[src/rtl/uart_pkg.sv]
// Shared definitions for the UART receive front end: FSM encoding,
// oversampling constants and the baud divider calculation.
package uart_pkg;

  typedef enum logic [2:0] {
    StIdle,
    StStart,
    StData,
    StStop,
    StWaitHigh
  } rx_state_e;

  localparam int unsigned OVERSAMPLE = 16;
  localparam int unsigned SAMPLE_LO  = 7;
  localparam int unsigned SAMPLE_MID = 8;
  localparam int unsigned SAMPLE_HI  = 9;

  // Clocks per oversample tick, rounded to nearest.
  function automatic int unsigned calc_div(input int unsigned clk_hz, input int unsigned baud);
    return (clk_hz + (OVERSAMPLE / 2) * baud) / (OVERSAMPLE * baud);
  endfunction

endpackage

[src/rtl/sync_fifo.sv]
// Show-ahead synchronous FIFO. Pointers carry one extra wrap bit so that
// full and empty are told apart by the MSB.
module sync_fifo #(
  parameter int unsigned Width = 8,
  parameter int unsigned Depth = 4
) (
  input  logic             clk,
  input  logic             rst_n,
  input  logic             push_i,
  input  logic [Width-1:0] data_i,
  output logic             full_o,
  input  logic             pop_i,
  output logic             empty_o,
  output logic [Width-1:0] head_o
);

  localparam int unsigned AddrW = $clog2(Depth);
  localparam int unsigned PtrW  = AddrW + 1;

  logic [PtrW-1:0]  wr_ptr_q, wr_ptr_d;
  logic [PtrW-1:0]  rd_ptr_q, rd_ptr_d;
  logic [Width-1:0] mem_q [Depth];
  logic             do_push, do_pop;

  assign empty_o = (wr_ptr_q == rd_ptr_q);
  assign full_o  = (wr_ptr_q[PtrW-1] != rd_ptr_q[PtrW-1]) &&
                   (wr_ptr_q[AddrW-1:0] == rd_ptr_q[AddrW-1:0]);
  assign do_pop  = pop_i && !empty_o;
  // A push into a full FIFO is only taken when the head leaves the same cycle.
  assign do_push = push_i && (!full_o || do_pop);
  assign head_o  = mem_q[rd_ptr_q[AddrW-1:0]];

  // Pointer advance.
  always_comb begin
    wr_ptr_d = wr_ptr_q + PtrW'(do_push);
    rd_ptr_d = rd_ptr_q + PtrW'(do_pop);
  end

  // Pointer registers.
  always_ff @(posedge clk or negedge rst_n) begin
    if (!rst_n) begin
      wr_ptr_q <= '0;
      rd_ptr_q <= '0;
    end else begin
      wr_ptr_q <= wr_ptr_d;
      rd_ptr_q <= rd_ptr_d;
    end
  end

  // Storage; cleared on reset so the head reads 0 while empty after reset.
  always_ff @(posedge clk or negedge rst_n) begin
    if (!rst_n) begin
      mem_q <= '{default: '0};
    end else if (do_push) begin
      mem_q[wr_ptr_q[AddrW-1:0]] <= data_i;
    end
  end

endmodule

[src/rtl/uart_rx_frontend.sv]
// UART receiver: synchronises the line, oversamples 16x with 3-point
// majority voting, and buffers received bytes in a small FIFO.
module uart_rx_frontend
  import uart_pkg::*;
#(
  parameter int unsigned CLK_HZ     = 50000000,
  parameter int unsigned BAUD       = 115200,
  parameter int unsigned FIFO_DEPTH = 4
) (
  input  logic       clk,
  input  logic       rst_n,
  input  logic       rx_io,
  output logic [7:0] rx_data,
  output logic       rx_valid,
  input  logic       rx_ready,
  output logic       frame_err,
  output logic       overrun,
  output logic       rx_busy
);

  localparam int unsigned Div  = calc_div(CLK_HZ, BAUD);
  localparam int unsigned DivW = (Div > 1) ? $clog2(Div) : 1;

  rx_state_e       state_q, state_d;
  logic            rx_meta_q, rx_sync_q, rx_prev_q;
  logic [DivW-1:0] div_cnt_q;
  logic [3:0]      phase_q, phase_d;
  logic [2:0]      bit_cnt_q, bit_cnt_d;
  logic [7:0]      shift_q, shift_d;
  logic [1:0]      samp_q, samp_d;
  logic [3:0]      high_cnt_q, high_cnt_d;
  logic            start_edge, tick, maj, mid_tick, end_tick;
  logic            push_byte, fifo_full, fifo_empty, pop;

  assign start_edge = (state_q == StIdle) && rx_prev_q && !rx_sync_q;
  assign tick       = (div_cnt_q == DivW'(Div - 1));
  assign mid_tick   = tick && (phase_q == 4'(SAMPLE_HI));
  assign end_tick   = tick && (phase_q == 4'(OVERSAMPLE - 1));
  // Third vote is the live line value at the SAMPLE_HI tick.
  assign maj        = (samp_q[0] & samp_q[1]) | (rx_sync_q & (samp_q[0] | samp_q[1]));

  assign rx_valid = !fifo_empty;
  assign pop      = rx_valid && rx_ready;
  assign overrun  = push_byte && fifo_full && !pop;
  assign rx_busy  = (state_q != StIdle);

  // Two-flop synchroniser plus previous value for falling-edge detection.
  always_ff @(posedge clk or negedge rst_n) begin
    if (!rst_n) begin
      rx_meta_q <= 1'b1;
      rx_sync_q <= 1'b1;
      rx_prev_q <= 1'b1;
    end else begin
      rx_meta_q <= rx_io;
      rx_sync_q <= rx_meta_q;
      rx_prev_q <= rx_sync_q;
    end
  end

  // Oversample divider: free-running, realigned to the start edge.
  always_ff @(posedge clk or negedge rst_n) begin
    if (!rst_n) begin
      div_cnt_q <= '0;
    end else if (start_edge || tick) begin
      div_cnt_q <= '0;
    end else begin
      div_cnt_q <= div_cnt_q + 1'b1;
    end
  end

  // Next-state logic, sampling, shifting and event pulses.
  always_comb begin
    state_d    = state_q;
    phase_d    = tick ? phase_q + 4'd1 : phase_q;
    bit_cnt_d  = bit_cnt_q;
    shift_d    = shift_q;
    samp_d     = samp_q;
    high_cnt_d = high_cnt_q;
    push_byte  = 1'b0;
    frame_err  = 1'b0;

    if (tick && (phase_q == 4'(SAMPLE_LO)))  samp_d[0] = rx_sync_q;
    if (tick && (phase_q == 4'(SAMPLE_MID))) samp_d[1] = rx_sync_q;

    unique case (state_q)
      StIdle: begin
        if (start_edge) begin
          state_d = StStart;
          phase_d = 4'd0;
        end
      end
      StStart: begin
        if (mid_tick && maj) begin
          state_d = StIdle;
        end else if (end_tick) begin
          state_d   = StData;
          bit_cnt_d = 3'd0;
        end
      end
      StData: begin
        if (mid_tick) shift_d = {maj, shift_q[7:1]};
        if (end_tick) begin
          if (bit_cnt_q == 3'd7) state_d = StStop;
          else bit_cnt_d = bit_cnt_q + 3'd1;
        end
      end
      StStop: begin
        // Decide at mid-stop so the next start edge can be caught early.
        if (mid_tick) begin
          if (maj) begin
            push_byte = 1'b1;
            state_d   = StIdle;
          end else begin
            frame_err  = 1'b1;
            high_cnt_d = 4'd0;
            state_d    = StWaitHigh;
          end
        end
      end
      StWaitHigh: begin
        if (tick) begin
          if (!rx_sync_q) high_cnt_d = 4'd0;
          else if (high_cnt_q == 4'd15) state_d = StIdle;
          else high_cnt_d = high_cnt_q + 4'd1;
        end
      end
      default: state_d = StIdle;
    endcase
  end

  // FSM and datapath registers.
  always_ff @(posedge clk or negedge rst_n) begin
    if (!rst_n) begin
      state_q    <= StIdle;
      phase_q    <= '0;
      bit_cnt_q  <= '0;
      shift_q    <= '0;
      samp_q     <= '0;
      high_cnt_q <= '0;
    end else begin
      state_q    <= state_d;
      phase_q    <= phase_d;
      bit_cnt_q  <= bit_cnt_d;
      shift_q    <= shift_d;
      samp_q     <= samp_d;
      high_cnt_q <= high_cnt_d;
    end
  end

  sync_fifo #(
    .Width(8),
    .Depth(FIFO_DEPTH)
  ) u_fifo (
    .clk    (clk),
    .rst_n  (rst_n),
    .push_i (push_byte),
    .data_i (shift_q),
    .full_o (fifo_full),
    .pop_i  (pop),
    .empty_o(fifo_empty),
    .head_o (rx_data)
  );

endmodule
[config.mk]
export PLATFORM = sky130hd
export DESIGN_NAME = uart_rx_frontend
export DESIGN_NICKNAME = d
export VERILOG_FILES = /design/src/rtl/uart_pkg.sv /design/src/rtl/sync_fifo.sv /design/src/rtl/uart_rx_frontend.sv
export SDC_FILE = /design/constraint.sdc
export NUM_CORES = 1
export LEC_CHECK = 0
export ABC_AREA = 1
export CAP_MARGIN = 20
export CORE_AREA = 3 3 103 105
export CTS_CLUSTER_SIZE = 16
export DETAILED_ROUTE_END_ITERATION = 7
export DIE_AREA = 0 0 106 108
export SLEW_MARGIN = 20
export SYNTH_ARGS = -nofsm -noshare
export SYNTH_HDL_FRONTEND = slang
export SYNTH_SLANG_ARGS = --single-unit
[constraint.sdc]
create_clock -name clk -period 2.6 [get_ports clk]
set_clock_uncertainty 0.15 [all_clocks]
set_input_delay 0.78 -clock clk [delete_from_list [all_inputs] [get_ports clk]]
set_output_delay 0.78 -clock clk [all_outputs]
set_load 0.02 [all_outputs]
==> results.tsv, run 1 <==
stage	metric	value	unit
synth	Synth Register Bits	70	
final_layout	share of cells above drive strength 1	21.1	%
pwr	Pwr Density	758	mW/mm^2
sta	Slew @ Worst Pin	421	ps
placed_design	HPWL after DPL	5.31	mm
synth	Post-Syn Instances	417	
detailed_routing	Detailed Routing Iterations Pass 1	4	
floorplan	row count	36	
synth	Net Count, Synth	433	
hold_path	critical hold path startpoint	rx_meta_q	
cts	root buffer cell	clkbuf_8	
detailed_routing	Antenna Nets Post-Route	0	
sta	fin. max-slew vios	0	
placed_design	DP Worst Slack	-521	ps
sta	final period utilization	103	%
job	max cap viols	0	
final_layout	final instance area	0.00419	mm^2
synth	post-synthesis sequential area ratio	50.7	%
sta	Period minus WS final	2680	ps
detailed_routing	drt initial violations	92	
floorplan	height of the die	108	um
detailed_routing	vias per cell	4.74	
final_layout	antenna cell count	0	
final_layout	Total Nets Final	485	
critical_path	Critical Path Fanout Max	2	
synth	post-synthesis cell area	0.00346	mm^2
cts	clk sinks	70	
critical_path	reg-to-reg startpoint	div_cnt_q[0]	
pwr	Pleak	2.25	nW
synth	Synth cell types	31	
final_layout	leading cell type in the layout, fill and taps excluded	nand2_1	
sta	Final Hold Viols	0	
placed_design	DP Area	0.00400	mm^2
critical_path	CP Launch Type	flip-flop	
critical_path	WP data required	1670	ps
cts	Num CTS Buffers	9	
cts	Worst-path clk slew	80	ps
floorplan	Initial Utilization	35.6	%
floorplan	Die Wd	106	um
floorplan	core area	0.00973	mm^2
outcome	status	complete, but fails checks	
cts	Worst-Skew Late Latency	350	ps
hold_path	hold crit path type	reg2reg	
sta	RSZ-0062 raised after global routing	yes	
cts	Max Buffers Root-to-Sink	2	
cts	H-tree levels	3	
sta	setup tns final	-81.6	ps
critical_path	Setup Crit Path Kind	reg2out	
placed_design	gpl congestion	0.784	
grt	number of global-route vias before repair	2943	
grt	all-layer global routing usage	14.5	%
grt	Remaining Overflow, GRT	0	
detailed_routing	DRC errors left	0	
grt	largest net degree at the start of global routing	71	
detailed_routing	Post-Route WL	7.46	mm
sta	Slew headroom	71.8	%
cts	hold buffers post-CTS	0	
synth	Mean Syn Cell Area	8.30	um^2
synth	YS warnings	0	
detailed_routing	WL/cell	12.3	um
critical_path	Arrival @ worst endpoint	1750	ps
final_layout	most frequent cells in the layout	nand2_1, dfrtp_1, nand3_1	
floorplan	Ports	16	
grt	first-pass GRT wire length	13.4	mm
sta	setup ws final	-81.6	ps
final_layout	Layout Utilization	43.1	%
sta	setup violators final	1	
critical_path	Crit. Startpoint	div_cnt_q[0]	
detailed_routing	via count	2876	
floorplan	die area	0.0114	mm^2
final_layout	Layout area overhead	21.1	%
pwr	worst vdd ir	0.345	mV
cts	CTS tree	yes	
critical_path	Worst Setup End Kind	output pin	
grt	initial antenna violation count	0	
sta	Peak Freq	373	MHz
outcome	failing checks	setup timing	
placed_design	# port buffers	15	
worst max-delay path: stages, from the launching register on:
cell	delay (ps)
dfrtp_1	390
inv_1	60
ha_2	190
nand2_4	70
nor2_8	100
nand2_4	60
nor2_4	120
nand2_4	70
nor3_2	180
buf_4	170
cell families (layout without fill, tap and decap cells):
group                    count (synthesis)  in the layout  share of synthesized area, %
AND/OR/NAND/NOR                        240            240                          30.6
flip-flops                              70             70                          50.7
AO/OA/AOI/OAI                           48             48                          7.37
buffers and inverters                   39             96                          4.81
adder cells (fa/ha/maj)                 12             12                          4.34
XOR/XNOR                                 6              6                          1.52
multiplexers                             2              2                         0.650
metal layers:
| layer | track usage (%) | wire, um | vias up |
|---|---|---|---|
| li1 | - | - | 1460 |
| met1 | 18.3 | 3520 | 1365 |
| met2 | 24.7 | 3620 | 45 |
| met3 | 4.24 | 259 | 6 |
| met4 | 3.24 | 61 | 0 |
| met5 | 0 | 0 | - |
flip-flops by register name (all words and copies together), names as in the netlist:
signal	cells
bit_cnt_q	3
div_cnt_q	5
high_cnt_q	4
phase_q	4
rx_meta_q	1
rx_prev_q	1
rx_sync_q	1
samp_q	2
shift_q	8
state_q	3
u_fifo.mem_q	32
u_fifo.rd_ptr_q	3
u_fifo.wr_ptr_q	3
what timing repair did:
item | in CTS | in global routing
setup endpoints to repair | 12 | 11
pin swaps | 0 | 5
resized for setup | 24 | 28
buffers inserted | 0 | 1
power breakdown:
group	switching [mW]	leakage, nW	internal, mW
Combinational	0.624	1.20	0.416
Clock	0.452	0.105	0.455
Sequential	0.0640	0.945	1.17
Total	1.14	2.25	2.04
metrics by stage:
step	power, mW	cells	hold WS [ps]
2_1_floorplan	1.88	417	195
3_3_place_gp	2.36	590	202
3_5_place_dp	2.38	590	198
4_1_cts	3.23	606	212
5_1_grt	3.40	607	216
6_report	3.18	607	212
final timing paths:
| check | to | slack [ps] | cells after the start |
|---|---|---|---|
| setup / recovery | overrun | -80 | 9 |
| hold / removal | rx_sync_q | 210 | 0 |
| setup reg to reg | u_fifo.mem_q[2] | 470 | 13 |
| hold reg to reg | rx_sync_q | 210 | 0 |
| max in group asynchronous | rx_meta_q | 1660 | 2 |
| min in group asynchronous | u_fifo.mem_q[4] | 290 | 2 |
synthesized netlist by cell type:
cell type | instances | area, um^2
nor3_2 | 3 | 30.0
nor2_2 | 3 | 18.8
mux2_1 | 1 | 11.3
a22oi_1 | 1 | 7.51
xnor2_1 | 2 | 17.5
buf_2 | 4 | 20.0
nor3b_1 | 1 | 7.51
nor3_1 | 1 | 5.00
inv_2 | 8 | 30.0
or2_2 | 2 | 12.5
o21ai_1 | 2 | 10.0
o21ai_0 | 30 | 150
ha_1 | 12 | 150
clkbuf_1 | 2 | 7.51
buf_6 | 2 | 22.5
mux2_2 | 1 | 11.3
xor2_1 | 4 | 35.0
o22ai_1 | 8 | 50.1
nand3_1 | 36 | 180
a21oi_1 | 6 | 30.0
nand3b_1 | 1 | 7.51
nor2_8 | 1 | 20.0
nand4_1 | 6 | 37.5
inv_1 | 23 | 86.3
nand2_1 | 141 | 529
o211ai_1 | 1 | 7.51
nor2_4 | 3 | 33.8
dfrtp_1 | 67 | 1680
dfstp_2 | 3 | 78.8
nor2_1 | 34 | 128
nand2_2 | 8 | 50.1
layout make-up:
type	count	area, um^2
clock inverters	7	78.8
well taps	133	166
inverters	31	116
flip-flops and latches	70	1760
fillers	973	5540
repair buffers	49	378
multi-input cells	308	1570
clock buffers	9	124
Power figures use the tool's default switching activity.
==> inputs of run 2 (changes only) <==
CTS_CLUSTER_SIZE = 30   (was 16)
SLEW_MARGIN = 25   (was 20)
==> results of run 2 <==
Same layout as run 1: the final DEF is identical, and so are final timing and power.
==> inputs of run 3 (changes only) <==
CAP_MARGIN = unset   (was 20)
CORE_AREA = 3 3 112 114   (was 3 3 103 105)
DIE_AREA = 0 0 115 117   (was 0 0 106 108)
==> results.tsv, run 3 (synthesis gave the netlist of run 1 again) <==
stage	metric	value	unit
outcome	status	completed	
grt	largest net degree at the start of global routing	35	
sta	Final Hold Viols	0	
placed_design	# port buffers	15	
detailed_routing	DRC errors left	0	
detailed_routing	WL/cell	12.0	um
final_layout	leading cell type in the layout, fill and taps excluded	nand2_1	
floorplan	height of the die	117	um
cts	root buffer cell	clkbuf_16	
detailed_routing	via count	2848	
sta	Peak Freq	387	MHz
critical_path	slowest cell on the critical path	clkdlybuf4s50_1	
cts	H-tree levels	3	
sta	final period utilization	99.4	%
final_layout	Fillers	1182	
critical_path	Cell Chain, Critical Path	clkdlybuf4s50_1, inv_1, nand2_1, nor3_2, buf_4	
floorplan	Ports	16	
sta	Slew @ Worst Pin	566	ps
floorplan	row count	39	
placed_design	HPWL after DPL	5.33	mm
detailed_routing	Detailed Routing Iterations Pass 1	4	
sta	Slew headroom	62.1	%
pwr	Pleak	2.28	nW
final_layout	most frequent cells in the layout	nand2_1, dfrtp_1, nand3_1	
critical_path	CP Launch Type	input pin	
grt	number of global-route vias before repair	2850	
floorplan	Die Wd	115	um
placed_design	gpl congestion	0.812	
cts	Max Buffers Root-to-Sink	2	
final_layout	Total Nets Final	480	
detailed_routing	vias per cell	4.65	
cts	clk sinks	70	
cts	CTS tree	yes	
job	max cap viols	0	
pwr	Pwr Density	825	mW/mm^2
critical_path	Arrival @ worst endpoint	1650	ps
floorplan	die area	0.0135	mm^2
sta	setup violators final	0	
sta	fin. max-slew vios	0	
hold_path	hold crit path type	in2async	
detailed_routing	Antenna Nets Post-Route	0	
grt	all-layer global routing usage	12.3	%
final_layout	share of cells above drive strength 1	18.6	%
final_layout	max FFs per register	32	
critical_path	Worst Setup End Kind	output pin	
sta	RSZ-0062 raised after global routing	yes	
cts	Num CTS Buffers	9	
cts	hold buffers post-CTS	0	
grt	first-pass GRT wire length	13.1	mm
detailed_routing	drt initial violations	162	
cts	Worst-path clk slew	60	ps
detailed_routing	Post-Route WL	7.37	mm
pwr	worst vdd ir	0.427	mV
final_layout	largest registers	u_fifo.mem_q: 32 flops, shift_q: 8 flops, div_cnt_q: 5 flops	
sta	Final Hold Slack	183	ps
floorplan	core area	0.0115	mm^2
critical_path	WP data required	1670	ps
final_layout	Layout Utilization	37.8	%
final_layout	Top reg by flops	u_fifo.mem_q	
grt	Remaining Overflow, GRT	0	
cts	Worst-Skew Late Latency	340	ps
floorplan	Initial Utilization	30.1	%
critical_path	Critical Path Fanout Max	2	
final_layout	Layout area overhead	25.6	%
critical_path	CP peak stage delay	420	ps
final_layout	antenna cell count	0	
sta	Period minus WS final	2580	ps
grt	initial antenna violation count	0	
critical_path	Setup Crit Path Kind	in2out	
==> run 3: per-layer routing <==
layer / wire, um / global-route usage, % / up-vias
met5: 0 / 0 / -
met1: 3560 / 15.5 / 1350
li1: - / - / 1448
met3: 306 / 3.96 / 8
met2: 3420 / 19.6 / 42
met4: 74 / 4.93 / 0
==> run 3: worst max-delay path: cells and delay by family <==
family / cells / cell delay (ps)
simple gates: 2 / 230
buf+inv: 3 / 640
==> run 3: area by class of cell <==
| cell class | instances | area (um^2) | area share [%] |
|---|---|---|---|
| Clock buffer | 12 | 267 | 6.13 |
| Clock inverter | 4 | 53.8 | 1.24 |
| Inverter | 31 | 116 | 2.68 |
| Multi-Input combinational cell | 308 | 1570 | 36.0 |
| Sequential cell | 70 | 1760 | 40.4 |
| Tap cell | 143 | 179 | 4.11 |
| Timing Repair Buffer | 44 | 408 | 9.38 |
==> run 3: final timing paths <==
path	cells after the start	startpoint	slack, ps	endpoint
max in group asynchronous	2	rst_n	1560	rx_meta_q
hold / removal	1	rst_n	180	u_fifo.mem_q[19]
setup / recovery	5	rx_ready	20	overrun
hold reg to reg	0	rx_meta_q	200	rx_sync_q
min in group clk	0	rx_meta_q	200	rx_sync_q
setup reg to reg	13	div_cnt_q[0]	550	u_fifo.mem_q[3]
==> run 3: what timing repair did <==
action | CTS | global route
pin swaps | 1 | 1
gates resized for setup | 26 | 9
setup endpoints to repair | 12 | 5
buffers inserted | 0 | 0
==> run 3: through the flow <==
step	power, mW	std cells	setup slack [ps]	setup TNS, ps	cell area, um^2
3_5_place_dp	2.40	596	-481	-600	4020
6_report	3.59	612	16.5	0	4350
2_1_floorplan	1.88	417	109	0	3460
4_1_cts	3.63	612	-18.7	-18.7	4340
3_3_place_gp	2.38	596	-440	-573	4020
5_1_grt	3.81	612	-70.5	-111	4350
==> run 3: report_power, final <==
| group | total [mW] | leakage [nW] | internal, mW | switching [mW] |
|---|---|---|---|---|
| clock network | 1.28 | 0.151 | 0.822 | 0.460 |
| registers | 1.23 | 0.945 | 1.17 | 0.0615 |
| logic | 1.07 | 1.19 | 0.450 | 0.625 |
| total | 3.59 | 2.28 | 2.44 | 1.15 |
